--- config.mk ---
export PLATFORM = sky130hd
export DESIGN_NAME = alu_op_sequencer
export DESIGN_NICKNAME = d
export VERILOG_FILES = /design/src/rtl/alu_op_sequencer.sv
export SDC_FILE = /design/constraint.sdc
export NUM_CORES = 1
export LEC_CHECK = 0
export BUFFER_PORTS_ARGS = -buffer_cell sky130_fd_sc_hd__buf_2
export CORE_ASPECT_RATIO = 0.5
export CORE_MARGIN = 2
export CORE_UTILIZATION = 45
export DETAILED_ROUTE_END_ITERATION = 16
export GPL_ROUTABILITY_DRIVEN = 1
export GPL_TIMING_DRIVEN = 0
export MAX_ROUTING_LAYER = met4
export PLACE_DENSITY_LB_ADDON = 0.15
export SKIP_CTS_REPAIR_TIMING = 1
export SLEW_MARGIN = 5
export SYNTH_ARGS = -nofsm -noshare
export SYNTH_HDL_FRONTEND = slang
export SYNTH_SLANG_ARGS = --single-unit
--- constraint.sdc ---
create_clock -name CLK50M -period 2.14 [get_ports CLK50M]
set_input_delay 0.428 -clock CLK50M [delete_from_list [all_inputs] [get_ports CLK50M]]
set_output_delay 0.428 -clock CLK50M [all_outputs]
set_load 0.02 [all_outputs]
--- src/rtl/alu_op_sequencer.sv ---
// Self-test driver for the two-stroke ALU controller: plays a latched vector
// onto the switch bus and CLKb pushbutton, then checks the registered result.
//
// state   | meaning
// IDLE    | waiting for a vector, CLKb high, bus holds last values
// SETUP_A | bus = A/op, CLKb high (GAP)
// LOW_A   | first stroke, CLKb low (PULSE)
// HOLD_A  | CLKb high, bus still A/op (GAP)
// SETUP_B | bus = B, CLKb high (GAP)
// LOW_B   | second stroke, CLKb low (PULSE)
// SETTLE  | CLKb high, result settling (GAP)
// CHECK   | compare C register and flags with expectation (1 cycle)
module alu_op_sequencer #(
  parameter int N            = 8,
  parameter int PULSE_CYCLES = 4,
  parameter int GAP_CYCLES   = 4
) (
  input  logic         CLK50M,
  input  logic         reset,
  input  logic         vec_valid,
  output logic         vec_ready,
  input  logic [N-1:0] vec_a,
  input  logic [N-1:0] vec_b,
  input  logic [1:0]   vec_op,
  input  logic [N-1:0] vec_res,
  input  logic [3:0]   vec_flags,
  output logic [N-1:0] INPUT,
  output logic [1:0]   ALUcontrol,
  output logic         CLKb,
  input  logic [N-1:0] dut_res,
  input  logic [3:0]   dut_flags,
  output logic         res_valid,
  output logic         res_pass,
  output logic [7:0]   pass_cnt,
  output logic [7:0]   fail_cnt,
  output logic         busy
);

  localparam int MAXD = (PULSE_CYCLES > GAP_CYCLES) ? PULSE_CYCLES : GAP_CYCLES;
  localparam int CW   = (MAXD > 1) ? $clog2(MAXD) : 1;
  localparam logic [CW-1:0] GAP_LD   = CW'(GAP_CYCLES - 1);
  localparam logic [CW-1:0] PULSE_LD = CW'(PULSE_CYCLES - 1);

  typedef enum logic [2:0] {
    IDLE, SETUP_A, LOW_A, HOLD_A, SETUP_B, LOW_B, SETTLE, CHECK
  } state_t;

  state_t        state;
  logic [CW-1:0] cnt;
  logic [N-1:0]  b_q;
  logic [N-1:0]  res_q;
  logic [3:0]    flags_q;
  logic          match;
  logic          tc;

  assign vec_ready = (state == IDLE) && !reset;
  assign busy      = (state != IDLE);
  assign match     = (dut_res == res_q) && (dut_flags == flags_q);
  assign tc        = (cnt == '0);

  always_ff @(posedge CLK50M) begin
    if (reset) begin
      state      <= IDLE;
      cnt        <= '0;
      b_q        <= '0;
      res_q      <= '0;
      flags_q    <= '0;
      INPUT      <= '0;
      ALUcontrol <= 2'b00;
      CLKb       <= 1'b1;
      res_valid  <= 1'b0;
      res_pass   <= 1'b0;
      pass_cnt   <= 8'd0;
      fail_cnt   <= 8'd0;
    end else begin
      res_valid <= 1'b0;
      case (state)
        IDLE: begin
          CLKb <= 1'b1;
          if (vec_valid) begin
            INPUT      <= vec_a;
            ALUcontrol <= vec_op;
            b_q        <= vec_b;
            res_q      <= vec_res;
            flags_q    <= vec_flags;
            cnt        <= GAP_LD;
            state      <= SETUP_A;
          end
        end
        SETUP_A: begin
          if (tc) begin
            CLKb  <= 1'b0;
            cnt   <= PULSE_LD;
            state <= LOW_A;
          end else cnt <= cnt - 1'b1;
        end
        LOW_A: begin
          if (tc) begin
            CLKb  <= 1'b1;
            cnt   <= GAP_LD;
            state <= HOLD_A;
          end else cnt <= cnt - 1'b1;
        end
        HOLD_A: begin
          if (tc) begin
            INPUT <= b_q;
            cnt   <= GAP_LD;
            state <= SETUP_B;
          end else cnt <= cnt - 1'b1;
        end
        SETUP_B: begin
          if (tc) begin
            CLKb  <= 1'b0;
            cnt   <= PULSE_LD;
            state <= LOW_B;
          end else cnt <= cnt - 1'b1;
        end
        LOW_B: begin
          if (tc) begin
            CLKb  <= 1'b1;
            cnt   <= GAP_LD;
            state <= SETTLE;
          end else cnt <= cnt - 1'b1;
        end
        SETTLE: begin
          if (tc) begin
            cnt   <= '0;
            state <= CHECK;
          end else cnt <= cnt - 1'b1;
        end
        CHECK: begin
          res_valid <= 1'b1;
          res_pass  <= match;
          // saturating counters: a full counter freezes without touching the other
          if (match) begin
            if (pass_cnt != 8'hFF) pass_cnt <= pass_cnt + 8'd1;
          end else begin
            if (fail_cnt != 8'hFF) fail_cnt <= fail_cnt + 8'd1;
          end
          state <= IDLE;
        end
        default: begin
          CLKb  <= 1'b1;
          state <= IDLE;
        end
      endcase
    end
  end

endmodule

==> results.sh, run 1 <==
export IMPL_syn_inst=304
export IMPL_ir_drop_uv=515
export IMPL_finalNonFillerCells=461
export IMPL_layout_common_cells="buf_2, dfxtp_1, nand2_1"
export IMPL_cp_end_kind="register"
export IMPL_setup_slack_ns=0.158
export IMPL_worst_pin_slew_ns=0.639
export IMPL_fillerInstances=518
export IMPL_syn_nets=358
export IMPL_cts_htree_levels=2
export IMPL_ios=76
export IMPL_synth_top_cell_area_share_pct=41.1
export IMPL_ys_top_cells_by_area="dfxtp_1, a21oi_1, nand2_1"
export IMPL_dpl_cell_area_sq_um=3090
export IMPL_drv_slew=0
export IMPL_pwr_share_comb_pct=37.7
export IMPL_fin_worst_skew_ns=0.00618
export IMPL_fin_tns_setup_ns=0
export IMPL_grt_first_pass_wirelength_microns=10800
export IMPL_dp_cells=452
export IMPL_avgSynthCellArea_sq_um=8.64
export IMPL_setup_viol=0
export IMPL_synth_edff_count=0
export IMPL_start_util_pct=47.2
export IMPL_drtIter0Drc=131
export IMPL_drc=0
export IMPL_first_pass_iters=4
export IMPL_outcome="complete, no violations"
export IMPL_core_rowCount=19
export IMPL_grt_ovfl_total=0
export IMPL_die_h_microns=58.0
export IMPL_pre_cts_ws_ns=0.0381
export IMPL_p_leak_nw=1.43
export IMPL_hpwlAfterDp_microns=4840
export IMPL_grt_max_degree=18
export IMPL_power_density_nw_per_um2=1040
export IMPL_antenna_found_initial=0
export IMPL_path_max_fanout=10
export IMPL_crit_arrival_ns=2.19
export IMPL_nets=441
export IMPL_die_area_sq_um=6500
export IMPL_fin_crit_ns=1.98
export IMPL_root_buffer="clkbuf_16"
export IMPL_slew_headroom_pct=57.4
export IMPL_drive_gt1_share_pct=27.3
export IMPL_ys_seq_area_share_pct=41.1
export IMPL_viasPerCell=5.31
export IMPL_fp_coreArea_sq_um=5560
export IMPL_io_buffers=75
export IMPL_synth_seq_cells=54
export IMPL_fmax_mhz=505
export IMPL_pwr_share_clk_pct=24.9
export IMPL_cp_required_ns=2.35
export IMPL_switching_power_mw=1.25
export IMPL_cts_max_path_buffers=2
export IMPL_grt_setup_unrepaired="no"
export IMPL_ys_warn_count=0
export IMPL_tritoncts="done"
export IMPL_final_common_cell="buf_2"
export IMPL_drt_total_wl_microns=6500
export IMPL_place_congestion=0.783
export IMPL_finalHoldViolCount=0
export IMPL_routedWlPerCell_microns=14.1
export IMPL_hp_class="in -> reg"
export IMPL_p_int_mw=2.18
export IMPL_insertion_delay_ns=0.29
export IMPL_total_power_mw=3.43
export IMPL_synth_largest_area_cell="dfxtp_1"
export IMPL_crit_type="reg -> reg"
export IMPL_period_share_pct=92.6
export IMPL_startpoint_type="register"
export IMPL_die_x_microns=112
export IMPL_ant_nets=0
export IMPL_timing_hold_ws_ns=0.365
export IMPL_synth_async_reset_ratio_pct=0
export IMPL_netlist_area_sq_um=2630
export IMPL_grt_usage_pct=21.3
export IMPL_syn2layout_area_growth_pct=25.4
export IMPL_final_area_sq_um=3300
export IMPL_numClockSinks=54
export IMPL_yosysUniqueCellTypes=45
export IMPL_diodes=0
export IMPL_p_seq_share_pct=37.4
export IMPL_switching_share_pct=36.4
export IMPL_drv_cap=0
export IMPL_synth_ff_type="dfxtp_1"
export IMPL_utilization_pct=59.2
export IMPL_grt_pass1_vias=2356
export IMPL_cts_buffers=5
export IMPL_vias=2449
export IMPL_path_clk_slew_ns=0.07
[cells in the mapped netlist, types with 8 or more instances]
master    instances
ha_1              9
nand2_1          45
nand3_1           8
inv_1            10
clkbuf_1         13
xnor2_1          10
nand4_1           9
a211oi_1          9
dfxtp_1          54
a21oi_1          36
mux2i_1          16
nor2_1           25
[critical path: stages, from the launching register on]
cell,delay [ns]
dfxtp_1,0.42
ha_4,0.20
nand2_1,0.16
a41o_1,0.25
clkbuf_1,0.20
nor2_1,0.34
nand4_1,0.15
a21oi_1,0.19
[metal layers]
layer,up-vias,part of all wire (%),global-route usage [%]
li1,1232,-,-
met1,1143,47,27.2
met2,70,47,35.3
met3,4,5.6,4.39
met4,0,0.48,5.40
met5,-,0,-
[path summary, 6_finish.rpt]
kind                                 from            end  slack (ns)  cells after the start
worst max-delay path             state[0]    fail_cnt[5]        0.16                      7
worst min register to register     b_q[4]         b_q[4]        0.46                      2
worst min-delay path            vec_op[1]  ALUcontrol[1]        0.36                      3
worst max register to register   state[0]    fail_cnt[5]        0.16                      7
[power by group through the flow]
stage	Clock, mW	Combinational [mW]	Sequential (mW)
6_report	0.855	1.29	1.28
5_1_grt	0.921	1.44	1.31
4_1_cts	0.875	1.24	1.28
3_5_place_dp	0	1.24	1.30
3_3_place_gp	0	1.20	1.29
2_1_floorplan	0	0.832	1.37
[registers in the layout, summed over array words and instances (netlist names), 2 cells and up]
signal	cells
b_q	8
ALUcontrol	2
flags_q	4
res_q	8
INPUT	8
fail_cnt	8
pass_cnt	8
state	3
cnt	2
[cell type report]
type | count | area [sq um] | area share [%]
Multi-Input combinational cell | 223 | 1470 | 44.6
Sequential cell | 54 | 1080 | 32.8
Timing Repair Buffer | 77 | 390 | 11.8
Clock buffer | 6 | 139 | 4.21
Tap cell | 73 | 91.3 | 2.77
Buffer | 16 | 71.3 | 2.16
Inverter | 10 | 37.5 | 1.14
Clock inverter | 2 | 16.3 | 0.494
[cell families (layout without fill, tap and decap cells)]
kind of cell / after synthesis / count (layout) / synth area share (%)
AO/OA/AOI/OAI: 67 / 67 / 16.8
XOR/XNOR: 13 / 13 / 5.19
adder cells (fa/ha/maj): 9 / 9 / 4.29
buffers and inverters: 27 / 111 / 4.05
flip-flops: 54 / 54 / 41.1
multiplexers: 18 / 18 / 6.95
AND/OR/NAND/NOR: 116 / 116 / 21.6
Power figures use the tool's default switching activity.
==> inputs of run 2 (changes only) <==
BUFFER_PORTS_ARGS = -buffer_cell sky130_fd_sc_hd__clkbuf_2   (was -buffer_cell sky130_fd_sc_hd__buf_2)
==> run 2 against run 1 <==
Core utilization shrank 0.31 points. Power fell by 2.2%. Sequential power about the same. Sequential share of layout area grew 0.18 points. Maximum frequency is 0.99% lower. First-iteration DRC count rose by 6.1%. Register-to-register slack worse by 0.02 ns. Clock skew fell by 0.0028 ns. Setup slack lost 0.020 ns. Critical path depth decreased by 1. Final area is 0.53% lower. Via count decreased by 1.8%.
==> results.sh, run 2 (synthesized netlist as in run 1, its figures left out) <==
export IMPL_setup_viol=0
export IMPL_drc=0
export IMPL_syn2layout_area_growth_pct=24.8
export IMPL_fp_coreArea_sq_um=5560
export IMPL_core_rowCount=19
export IMPL_grt_max_degree=17
export IMPL_reg2reg_depth=6
export IMPL_viasPerCell=5.23
export IMPL_die_area_sq_um=6500
export IMPL_drtIter0Drc=139
export IMPL_tritoncts="done"
export IMPL_path_max_fanout=10
export IMPL_period_share_pct=93.5
export IMPL_slew_headroom_pct=61.7
export IMPL_seqCellArea_sq_um=1080
export IMPL_ios=76
export IMPL_numClockSinks=54
export IMPL_drt_total_wl_microns=6280
export IMPL_fmax_mhz=500
export IMPL_crit_type="reg -> reg"
export IMPL_routedWlPerCell_microns=13.7
export IMPL_insertion_delay_ns=0.29
export IMPL_power_density_nw_per_um2=1020
export IMPL_root_buffer="clkbuf_16"
export IMPL_die_x_microns=112
export IMPL_layout_common_cells="clkbuf_2, dfxtp_1, nand2_1"
export IMPL_drive_gt1_share_pct=26.6
export IMPL_start_util_pct=47.2
export IMPL_utilization_pct=58.9
export IMPL_grt_ovfl_total=0
export IMPL_path_clk_slew_ns=0.07
export IMPL_nets=441
export IMPL_die_h_microns=58.0
export IMPL_cp_end_kind="register"
export IMPL_fin_tns_setup_ns=0
export IMPL_cp_required_ns=2.32
export IMPL_dpl_cell_area_sq_um=3090
export IMPL_drv_cap=0
export IMPL_multi_input_area_sq_um=1470
export IMPL_finalHoldViolCount=0
export IMPL_cts_htree_levels=2
export IMPL_antenna_found_initial=0
export IMPL_fin_worst_skew_ns=0.00341
export IMPL_diodes=0
export IMPL_ant_nets=0
export IMPL_hpwlAfterDp_microns=4790
export IMPL_final_common_cell="clkbuf_2"
export IMPL_startpoint_type="register"
export IMPL_vias=2406
export IMPL_first_pass_iters=4
export IMPL_worst_pin_slew_ns=0.575
export IMPL_grt_first_pass_wirelength_microns=10300
export IMPL_hp_class="in -> reg"
export IMPL_io_buffers=75
export IMPL_final_area_sq_um=3280
export IMPL_outcome="complete, no violations"
export IMPL_grt_pass1_vias=2324
export IMPL_min_path_cells=3
export IMPL_ir_drop_uv=493
export IMPL_total_power_mw=3.35
export IMPL_grt_usage_pct=20.3
export IMPL_place_congestion=0.787
export IMPL_drv_slew=0
export IMPL_cts_max_path_buffers=2
export IMPL_crit_arrival_ns=2.18
export IMPL_fillerInstances=530
export IMPL_p_leak_nw=1.40
export IMPL_cts_buffers=5
export IMPL_fin_crit_ns=2.00
==> run 2: routing by layer <==
metal / routed length, microns / GRT usage (%) / share of wire (%) / vias to the layer above
met3: 368 / 4.81 / 5.9 / 0
met1: 2960 / 25.5 / 47 / 1115
met2: 2950 / 34.5 / 47 / 58
met4: 0 / 4.01 / 0 / 0
met5: 0 / - / 0 / -
li1: - / - / - / 1233
==> run 2: per-stage QoR <==
step           instances  hold WS, ns  worst slack, ns
5_1_grt              460        0.352          -0.0175
6_report             460        0.355            0.138
4_1_cts              459        0.350          -0.0130
2_1_floorplan        304        0.436            0.270
3_3_place_gp         452        0.441           0.0240
3_5_place_dp         452        0.448          -0.0190
==> run 2: critical path: stages (launching register included) <==
cell     delay [ns]
dfxtp_1        0.32
xnor2_1        0.17
nand4_1        0.25
nor3_2         0.41
buf_2          0.29
nand4_1        0.13
mux2_1         0.32
==> run 2: final cells by class <==
| cell class | instances | area share, % |
|---|---|---|
| multi-input combinational | 223 | 44.8 |
| sequential | 54 | 33.0 |
| timing repair buffer | 77 | 11.9 |
| clock buffer | 5 | 3.82 |
| tap | 73 | 2.79 |
| buffer | 16 | 2.10 |
| inverter | 10 | 1.15 |
| clock inverter | 2 | 0.458 |
==> run 2: path summary, 6_finish.rpt <==
check              from          end  slack (ns)
max            res_q[7]  pass_cnt[6]        0.14
min          vec_res[4]     res_q[4]        0.36
max reg2reg    res_q[7]  pass_cnt[6]        0.14
min reg2reg      b_q[3]       b_q[3]        0.46
==> run 2: where the power goes <==
part,internal [mW],switching [mW],leakage (nW)
logic,0.531,0.748,0.895
registers,1.18,0.109,0.441
clock network,0.428,0.362,0.0619
==> inputs of run 3 (changes only) <==
ABC_AREA = 1   (was unset)
==> run 3 against run 2 <==
Critical path depth fell by 1. Via count increased by 21%. Power increased by 6.2%. First-iteration DRC count is 18% higher. Area after synthesis grew 13%. Final area up 11%. Non-clock buffer count decreased by 5. Sequential power barely moved. Die area rose by 12%. Core utilization fell by 0.52 points. Sequential cell count unchanged. Clock skew rose by 0.0089 ns. Largest power group unchanged. Highest routed layer is now met4.
==> results.sh, run 3 <==
export IMPL_outcome="complete, no violations"
export IMPL_fmax_mhz=542
export IMPL_cp_end_kind="output port"
export IMPL_path_clk_slew_ns=0.07
export IMPL_startpoint_type="register"
export IMPL_vias=2904
export IMPL_p_int_mw=2.24
export IMPL_syn_inst=431
export IMPL_hp_class="in -> reg"
export IMPL_io_buffers=74
export IMPL_crit_arrival_ns=1.42
export IMPL_viasPerCell=4.83
export IMPL_muxShareOfSynthArea_pct=0
export IMPL_setup_viol=0
export IMPL_worst_pin_slew_ns=0.580
export IMPL_diodes=0
export IMPL_synth_top_family_by_area="simple AND/OR/NAND/NOR gates"
export IMPL_timing_hold_ws_ns=0.338
export IMPL_fin_tns_setup_ns=0
export IMPL_crit_type="reg -> out"
export IMPL_path_cells="inv_1 > ha_1 > nand2_4 > nor2_1 > clkbuf_2"
export IMPL_pwr_share_clk_pct=27.1
export IMPL_tritoncts="done"
export IMPL_hpwlAfterDp_microns=5180
export IMPL_die_h_microns=61.4
export IMPL_die_x_microns=119
export IMPL_drive_gt1_share_pct=21.6
export IMPL_cpMaxStageDelayCell="dfxtp_1"
export IMPL_ys_top_cells_by_area="dfxtp_1, nand2_1, inv_1"
export IMPL_grt_first_pass_wirelength_microns=11000
export IMPL_insertion_delay_ns=0.30
export IMPL_grt_pass1_vias=2422
export IMPL_power_density_nw_per_um2=982
export IMPL_cts_max_path_buffers=2
export IMPL_core_rowCount=20
export IMPL_pwr_share_comb_pct=36.5
export IMPL_grt_setup_unrepaired="no"
export IMPL_die_area_sq_um=7300
export IMPL_antenna_found_initial=0
export IMPL_drv_slew=0
export IMPL_p_seq_share_pct=36.4
export IMPL_fin_crit_ns=1.84
export IMPL_critPathTopFamily="flip-flops"
export IMPL_grt_ovfl_total=0
export IMPL_switching_power_mw=1.32
export IMPL_synth_ff_type="dfxtp_1"
export IMPL_place_congestion=0.828
export IMPL_slew_headroom_pct=61.4
export IMPL_syn_nets=485
export IMPL_synth_async_reset_ratio_pct=0
export IMPL_cts_htree_levels=2
export IMPL_nets=566
export IMPL_fillerInstances=657
export IMPL_synth_compound_gate_area_share_pct=13.1
export IMPL_path_max_fanout=7
export IMPL_synth_edff_count=0
export IMPL_drc=0
export IMPL_drv_cap=0
export IMPL_syn2layout_area_growth_pct=22.2
export IMPL_ir_drop_uv=488
export IMPL_fin_worst_skew_ns=0.0123
export IMPL_fp_coreArea_sq_um=6210
export IMPL_routedWlPerCell_microns=11.4
export IMPL_switching_share_pct=37.0
export IMPL_avgSynthCellArea_sq_um=6.88
export IMPL_ys_seq_area_share_pct=36.4
export IMPL_final_common_cell="nand2_1"
export IMPL_start_util_pct=47.8
export IMPL_critical_path_max_stage_delay_ns=0.33
export IMPL_synth_simple_area_share_pct=32.9
export IMPL_highest_layer="met4"
export IMPL_synth_seq_cells=54
export IMPL_cp_num_buf_inv=2
export IMPL_synth_adder_area_share_pct=3.80
export IMPL_numClockSinks=54
export IMPL_wl_met3_microns=367
export IMPL_finalHoldViolCount=0
export IMPL_netlist_area_sq_um=2970
export IMPL_period_share_pct=86.2
export IMPL_synth_commonest_cells="nand2_1, dfxtp_1, inv_1"
export IMPL_drt_total_wl_microns=6860
export IMPL_grt_max_degree=18
export IMPL_final_area_sq_um=3620
export IMPL_root_buffer="clkbuf_16"
export IMPL_cts_buffers=5
export IMPL_first_pass_iters=4
export IMPL_ys_warn_count=0
export IMPL_m1WireLength_microns=3290
export IMPL_total_power_mw=3.56
export IMPL_layout_common_cells="nand2_1, clkbuf_2, dfxtp_1"
export IMPL_yosysMostFrequentCell="nand2_1"
export IMPL_synth_top_cell_area_share_pct=36.4
export IMPL_synth_xor_area_share_pct=3.25
export IMPL_drtIter0Drc=164
export IMPL_finalNonFillerCells=601
export IMPL_synth_largest_area_cell="dfxtp_1"
export IMPL_cp_required_ns=1.71
export IMPL_p_leak_nw=1.74
export IMPL_grt_usage_pct=19.9
export IMPL_ios=76
export IMPL_dp_cells=593
export IMPL_yosysUniqueCellTypes=38
export IMPL_dpl_cell_area_sq_um=3450
export IMPL_wl_met2_microns=3140
export IMPL_ant_nets=0
==> run 3: cell types whose count changed after synthesis, sizes merged, moves of 6 or more <==
| cell | previous run | this run |
|---|---|---|
| inv | 10 | 57 |
| mux2i | 16 | 0 |
| nor2 | 25 | 52 |
| a211oi | 9 | 1 |
| nand3 | 8 | 22 |
| nand2 | 45 | 123 |
| o21ai | 3 | 26 |
| xnor2 | 13 | 7 |
| clkbuf | 13 | 6 |
| a31oi | 0 | 8 |
| a21oi | 36 | 30 |
==> run 3: power by group through the flow <==
stage | clock (mW) | combinational [mW] | sequential [mW]
2_1_floorplan | 0 | 0.909 | 1.38
4_1_cts | 0.984 | 1.31 | 1.30
3_5_place_dp | 0 | 1.30 | 1.32
6_report | 0.964 | 1.30 | 1.30
5_1_grt | 1.04 | 1.45 | 1.32
3_3_place_gp | 0 | 1.29 | 1.32
==> run 3: path summary, 6_finish.rpt <==
check        depth (start not counted)  slack [ns]           from            end
min reg2reg                          2        0.46  ALUcontrol[1]  ALUcontrol[1]
max                                  5        0.30       state[0]      vec_ready
max reg2reg                          8        0.41       state[0]       state[1]
min                                  2        0.34          reset  ALUcontrol[1]
==> run 3: cells by family after synthesis <==
family                   Yosys count
AO/OA/AOI/OAI                     68
XOR/XNOR                          11
adder cells (fa/ha/maj)            9
AND/OR/NAND/NOR                  217
buffers and inverters             72
flip-flops                        54
==> run 3: cell type report <==
cell class                      count  area (sq um)  area share (%)
Tap cell                           88           110            3.04
Clock buffer                        6           139            3.83
Buffer                             14          86.3            2.38
Inverter                           58           225            6.21
Clock inverter                      2          38.8            1.07
Sequential cell                    54          1080            29.8
Multi-Input combinational cell    305          1570            43.4
Timing Repair Buffer               74           370            10.2
==> run 3: stage by stage <==
step	setup slack, ns	utilization (%)
floorplan	0.592	-
CTS	0.278	58.4
detailed placement	0.416	55.5
global placement	0.439	55.5
global route	0.198	58.4
finish	0.296	58.4
==> run 3: layer usage <==
layer	vias to the layer above	global-route usage, %
met5	-	-
met4	0	5.10
met3	7	4.72
met2	67	33.8
met1	1287	24.6
li1	1543	-
